--- src/rtl/seven_seg_pkg.sv ---
// Shared constants and types for the four-digit seven-segment scanner.
// Glyphs are active-low, bit 0 = segment a ... bit 6 = segment g.
package seven_seg_pkg;

  localparam int NUM_DIGITS = 4;

  // Digit index: 0 = ones ... 3 = thousands.
  typedef logic [1:0] digit_idx_t;

  localparam logic [6:0] SEG_0    = 7'b1000000;
  localparam logic [6:0] SEG_1    = 7'b1111001;
  localparam logic [6:0] SEG_2    = 7'b0100100;
  localparam logic [6:0] SEG_3    = 7'b0110000;
  localparam logic [6:0] SEG_4    = 7'b0011001;
  localparam logic [6:0] SEG_5    = 7'b0010010;
  localparam logic [6:0] SEG_6    = 7'b0000010;
  localparam logic [6:0] SEG_7    = 7'b1111000;
  localparam logic [6:0] SEG_8    = 7'b0000000;
  localparam logic [6:0] SEG_9    = 7'b0010000;
  localparam logic [6:0] SEG_DASH = 7'b0111111;
  localparam logic [6:0] SEG_OFF  = 7'b1111111;

endpackage

--- src/rtl/bcd_to_seg.sv ---
// Combinational BCD to active-low seven-segment decoder.
// Codes above 9 render as a dash (segment g only).
module bcd_to_seg
  import seven_seg_pkg::*;
(
  input  logic [3:0] bcd,
  output logic [6:0] seg
);

  // Glyph lookup; every code maps to a value, so no storage is implied.
  always_comb begin
    case (bcd)
      4'd0:    seg = SEG_0;
      4'd1:    seg = SEG_1;
      4'd2:    seg = SEG_2;
      4'd3:    seg = SEG_3;
      4'd4:    seg = SEG_4;
      4'd5:    seg = SEG_5;
      4'd6:    seg = SEG_6;
      4'd7:    seg = SEG_7;
      4'd8:    seg = SEG_8;
      4'd9:    seg = SEG_9;
      default: seg = SEG_DASH;
    endcase
  end

endmodule

--- src/rtl/seven_seg_scan.sv ---
// Time-multiplexed driver for a 4-digit common-anode seven-segment display.
// Snapshots the BCD digits on load, scans one digit per slot with a blanked
// guard interval, supports per-digit blink, a fixed decimal point and dashes
// for invalid codes. Optional leading-zero blanking: SEVEN_SEG_SCAN_LZB_EN.
module seven_seg_scan
  import seven_seg_pkg::*;
#(
  parameter int SCAN_DIV     = 100000,
  parameter int GUARD        = 4,
  parameter int BLINK_FRAMES = 125,
  parameter int DP_DIGIT     = 2
) (
  input  logic                  clk,
  input  logic                  rst_n,
  input  logic [3:0]            thos,
  input  logic [3:0]            huns,
  input  logic [3:0]            tens,
  input  logic [3:0]            ones,
  input  logic                  load,
  input  logic                  dp_en,
  input  logic [NUM_DIGITS-1:0] blink_mask,
  output logic [NUM_DIGITS-1:0] an,
  output logic [6:0]            seg,
  output logic                  dp
);

  localparam int SW = (SCAN_DIV > 1) ? $clog2(SCAN_DIV) : 1;
  localparam int FW = (BLINK_FRAMES > 1) ? $clog2(BLINK_FRAMES) : 1;

  localparam logic [SW-1:0] SLOT_LAST  = SW'(SCAN_DIV - 1);
  localparam logic [SW-1:0] SLOT_GUARD = SW'(GUARD);
  localparam logic [FW-1:0] FRAME_LAST = FW'(BLINK_FRAMES - 1);
  localparam digit_idx_t    IDX_LAST   = digit_idx_t'(NUM_DIGITS - 1);
  localparam digit_idx_t    IDX_DP     = digit_idx_t'(DP_DIGIT);

  logic [15:0]           snap;
  logic [SW-1:0]         slot_cnt;
  digit_idx_t            idx;
  logic [FW-1:0]         frame_cnt;
  logic                  blink_phase;

  logic [3:0]            cur_bcd;
  logic [6:0]            cur_seg;
  logic                  lz_blank;
  logic                  lit;
  logic [NUM_DIGITS-1:0] an_next;
  logic [6:0]            seg_next;
  logic                  dp_next;

  // Snapshot register: the scan only ever reads this copy of the digits.
  // NOTE: sequential state uses non-blocking (<=) so every flop samples
  // pre-edge values regardless of statement order.
  always_ff @(posedge clk or negedge rst_n) begin
    if (!rst_n)    snap <= '0;
    else if (load) snap <= {thos, huns, tens, ones};
  end

  // Slot, digit-index, frame and blink-phase counters.
  always_ff @(posedge clk or negedge rst_n) begin
    if (!rst_n) begin
      slot_cnt    <= '0;
      idx         <= '0;
      frame_cnt   <= '0;
      blink_phase <= 1'b0;
    end else if (slot_cnt == SLOT_LAST) begin
      slot_cnt <= '0;
      idx      <= idx + 2'd1;
      if (idx == IDX_LAST) begin
        if (frame_cnt == FRAME_LAST) begin
          frame_cnt   <= '0;
          blink_phase <= ~blink_phase;
        end else begin
          frame_cnt <= frame_cnt + 1'b1;
        end
      end
    end else begin
      slot_cnt <= slot_cnt + 1'b1;
    end
  end

  // Select the snapshot digit for the current slot and its blanking status.
  // NOTE: every always_comb output gets a default first so no path can
  // leave a signal unassigned and infer a latch.
  always_comb begin
    cur_bcd  = snap[3:0];
    lz_blank = 1'b0;
    case (idx)
      2'd1:    cur_bcd = snap[7:4];
      2'd2:    cur_bcd = snap[11:8];
      2'd3:    cur_bcd = snap[15:12];
      default: cur_bcd = snap[3:0];
    endcase
`ifdef SEVEN_SEG_SCAN_LZB_EN
    case (idx)
      2'd3:    lz_blank = (snap[15:12] == 4'd0);
      2'd2:    lz_blank = (snap[15:8]  == 8'd0);
      2'd1:    lz_blank = (snap[15:4]  == 12'd0);
      default: lz_blank = 1'b0;
    endcase
`else
    lz_blank = 1'b0;
`endif
  end

  bcd_to_seg u_dec (
    .bcd (cur_bcd),
    .seg (cur_seg)
  );

  // Next output values: dark during guard, blink-off phase or blanked zero.
  always_comb begin
    lit      = (slot_cnt >= SLOT_GUARD)
               && !(blink_mask[idx] && blink_phase)
               && !lz_blank;
    an_next  = '1;
    seg_next = SEG_OFF;
    dp_next  = 1'b1;
    if (lit) begin
      an_next     = '1;
      an_next[idx] = 1'b0;
      seg_next    = cur_seg;
      dp_next     = !(dp_en && (idx == IDX_DP));
    end
  end

  // Registered outputs, blanked immediately by reset.
  always_ff @(posedge clk or negedge rst_n) begin
    if (!rst_n) begin
      an  <= '1;
      seg <= SEG_OFF;
      dp  <= 1'b1;
    end else begin
      an  <= an_next;
      seg <= seg_next;
      dp  <= dp_next;
    end
  end

endmodule

--- config.mk ---
export PLATFORM = sky130hd
export DESIGN_NAME = seven_seg_scan
export DESIGN_NICKNAME = d
export VERILOG_FILES = /design/src/rtl/seven_seg_pkg.sv /design/src/rtl/bcd_to_seg.sv /design/src/rtl/seven_seg_scan.sv
export SDC_FILE = /design/constraint.sdc
export NUM_CORES = 1
export LEC_CHECK = 0
export ABC_AREA = 1
export BUFFER_PORTS_ARGS = -buffer_cell sky130_fd_sc_hd__buf_4
export CORE_MARGIN = 3
export CORE_UTILIZATION = 40
export DETAILED_ROUTE_END_ITERATION = 10
export HOLD_SLACK_MARGIN = 0.08
export PLACE_DENSITY = 0.64
export SLEW_MARGIN = 5
export SYNTH_ARGS = -nofsm -noshare
export SYNTH_HDL_FRONTEND = slang
export SYNTH_SLANG_ARGS = --single-unit
--- constraint.sdc ---
create_clock -name clk -period 5.05 [get_ports clk]
set_input_delay 0.2525 -clock clk [delete_from_list [all_inputs] [get_ports clk]]
set_output_delay 0.2525 -clock clk [all_outputs]
set_load 0.05 [all_outputs]
==> impl_metrics.json <==
{
  "finalSetupViolCount": 0,
  "hp-class": "primary input to flop",
  "finalCritPeriodShare_pct": 40.3,
  "layout-drive-gt1-share_pct": 24.3,
  "min_delay_path_depth": 2,
  "drc_errors": 0,
  "critPathMaxFanout": 7,
  "grt_pass1_wl_mm": 11.1,
  "boundaryPins": 36,
  "overflow": 0,
  "cts_buffer_depth": 2,
  "via_count": 2453,
  "ctsResizeCount": 0,
  "end_kind": "flop",
  "whs_ns": 0.103,
  "wl_per_cell_um": 12.4,
  "grt_start_max_net_pins": 56,
  "placed_cells": 514,
  "syn-num-nets": 418,
  "avgSynthCellArea_um2": 8.12,
  "startpoint_type": "flop",
  "required_ns": 5.30,
  "core_area_um2": 7370,
  "drt-total-wl_mm": 6.50,
  "tritoncts": "done",
  "io_buffers": 35,
  "via_per_inst": 4.69,
  "crit_type": "flop to flop",
  "die_area_um2": 8850,
  "post-place-ws_ns": 3.04,
  "ys_seq_elements": 55,
  "clkTransAtPathRegs_ns": 0.10,
  "p_leak_nw": 1.76,
  "syn_area_um2": 3100,
  "power_density_nw_per_um2": 238,
  "yosysWarnings": 0,
  "antenna_left": 0,
  "fin_ws_ns": 3.02,
  "antenna_found_initial": 0,
  "drv_slew": 0,
  "initial_utilization_pct": 42.1,
  "fmax_mhz": 492,
  "synthesis.instances": 382,
  "clk_latency_ns": 0.30,
  "status": "finished, final reports clean",
  "period_needed_ns": 2.03,
  "cts_hold_buf": 1,
  "layout.cells.non_filler": 523,
  "reg2reg_depth": 11,
  "row_count": 31,
  "dp_hpwl_mm": 5.06,
  "cts_root_buf": "clkbuf_8",
  "grt_pass1_vias": 2434,
  "worst_slew_pin_slew_ns": 0.678,
  "cts_sinks": 55,
  "final_common_cell": "nand2_1",
  "cts_buffers": 5,
  "die_h_um": 94.1,
  "grtUsageTotal_pct": 15.9,
  "ir_drop_mv": 0.123,
  "fp.dieW_um": 94.1,
  "htree_levels": 2,
  "final_nets": 459,
  "dr.pass1.iters": 6,
  "gp_congestion": 0.880,
  "rsz0062_at_grt": "false",
  "antenna_cells": 0,
  "final_core_util_pct": 48.6,
  "finClkSkew_ns": 0.00733,
  "slew_headroom_pct": 54.8,
  "hold_violations": 0,
  "drt_iter0_drc": 100,
  "post_cts_buffers": 0,
  "syn2layout_area_growth_pct": 15.5,
  "critical_path_arrival_ns": 2.28,
  "drv_cap": 0,
  "synth_cell_type_count": 31,
  "final_cell_mix": "nand2_1 (122), dfrtp_1 (43), inv_1 (40)",
  "fin_tns_setup_ns": 0,
  "ys_seq_area_share_pct": 44.9
}
==> per-layer routing <==
| layer | part of all wire [%] | GRT usage [%] |
|---|---|---|
| met2 | 51 | 27.6 |
| met1 | 44 | 19.6 |
| met5 | 0 | 0 |
| met3 | 3.1 | 2.96 |
| met4 | 1.6 | 5.54 |
==> critical path, cell delays in order, from the launching register on <==
cell and delay, ns:
dfrtp_1 0.43, inv_1 0.15, ha_1 0.27, inv_2 0.12, nand2_1 0.08, o21bai_1 0.36
ha_1 0.31, inv_1 0.05, nand2_1 0.04, nand2_1 0.07, nand2_1 0.05, nand2_1 0.07
==> cells in the mapped netlist <==
master / number / share of area, %
nor2_2: 8 / 1.6
o21bai_1: 3 / 0.73
ha_1: 12 / 4.8
dfrtp_1: 43 / 35
inv_2: 7 / 0.85
a21oi_1: 7 / 1.1
nor2_1: 39 / 4.7
xor2_1: 6 / 1.7
dfstp_2: 12 / 10
buf_2: 2 / 0.32
and3_1: 1 / 0.20
nand2_2: 5 / 1.0
o21ai_0: 8 / 1.3
o21bai_2: 1 / 0.36
nand2_1: 122 / 15
nor3_1: 4 / 0.65
o21ai_2: 1 / 0.28
inv_1: 40 / 4.8
o21ai_1: 1 / 0.16
nand4_2: 1 / 0.40
nand4_1: 5 / 1.0
nor3_2: 2 / 0.65
nand3_1: 26 / 4.2
nand3b_1: 1 / 0.24
a21oi_4: 1 / 0.52
mux2_2: 13 / 4.7
o21ai_4: 1 / 0.52
nand3_4: 1 / 0.56
nor2_4: 6 / 2.2
or2_2: 2 / 0.40
xnor2_1: 1 / 0.28
==> final cells by class <==
cell class,count,area (µm²)
inverters,47,176
multi-input cells,278,1520
fillers,745,3790
repair buffers,36,273
well taps,99,124
flip-flops and latches,55,1390
clock buffers,7,86.3
clock inverters,1,8.76
==> logic make-up after synthesis <==
kind of cell,share of synthesized area (%)
XOR/XNOR,1.98
AO/OA/AOI/OAI,5.00
flip-flops,44.9
multiplexers,4.72
buffers and inverters,6.01
AND/OR/NAND/NOR,32.6
adder cells (fa/ha/maj),4.84
==> path summary, 6_finish.rpt <==
| check | slack [ns] | from | end |
|---|---|---|---|
| worst max-delay path | 3.02 | idx[0] | seg[3] |
| worst min-delay path | 0.10 | dp_en | dp |
| worst max register to register | 3.02 | idx[0] | seg[3] |
| worst min register to register | 0.47 | slot_cnt[0] | slot_cnt[0] |
| max in group asynchronous | 4.06 | rst_n | slot_cnt[9] |
| min in group asynchronous | 0.54 | rst_n | slot_cnt[2] |
==> power breakdown <==
part | leakage, nW | switching [mW] | total (mW) | internal, mW
Sequential | 0.677 | 0.00966 | 0.477 | 0.468
Clock | 0.0484 | 0.139 | 0.252 | 0.113
Combinational | 1.03 | 0.0761 | 0.124 | 0.0475
==> per-stage QoR <==
stage          area, µm²  power (mW)
3_5_place_dp        3480       0.611
4_1_cts             3580       0.867
5_1_grt             3580       0.896
3_3_place_gp        3480       0.609
2_1_floorplan       3100       0.564
6_report            3580       0.853
==> sequential cells by signal, summed over array words and instances (netlist names) <==
name         count
an               4
seg              7
dp               1
frame_cnt        7
idx              2
blink_phase      1
snap            16
slot_cnt        17
Note: power is estimated with default switching activity, not from simulation.
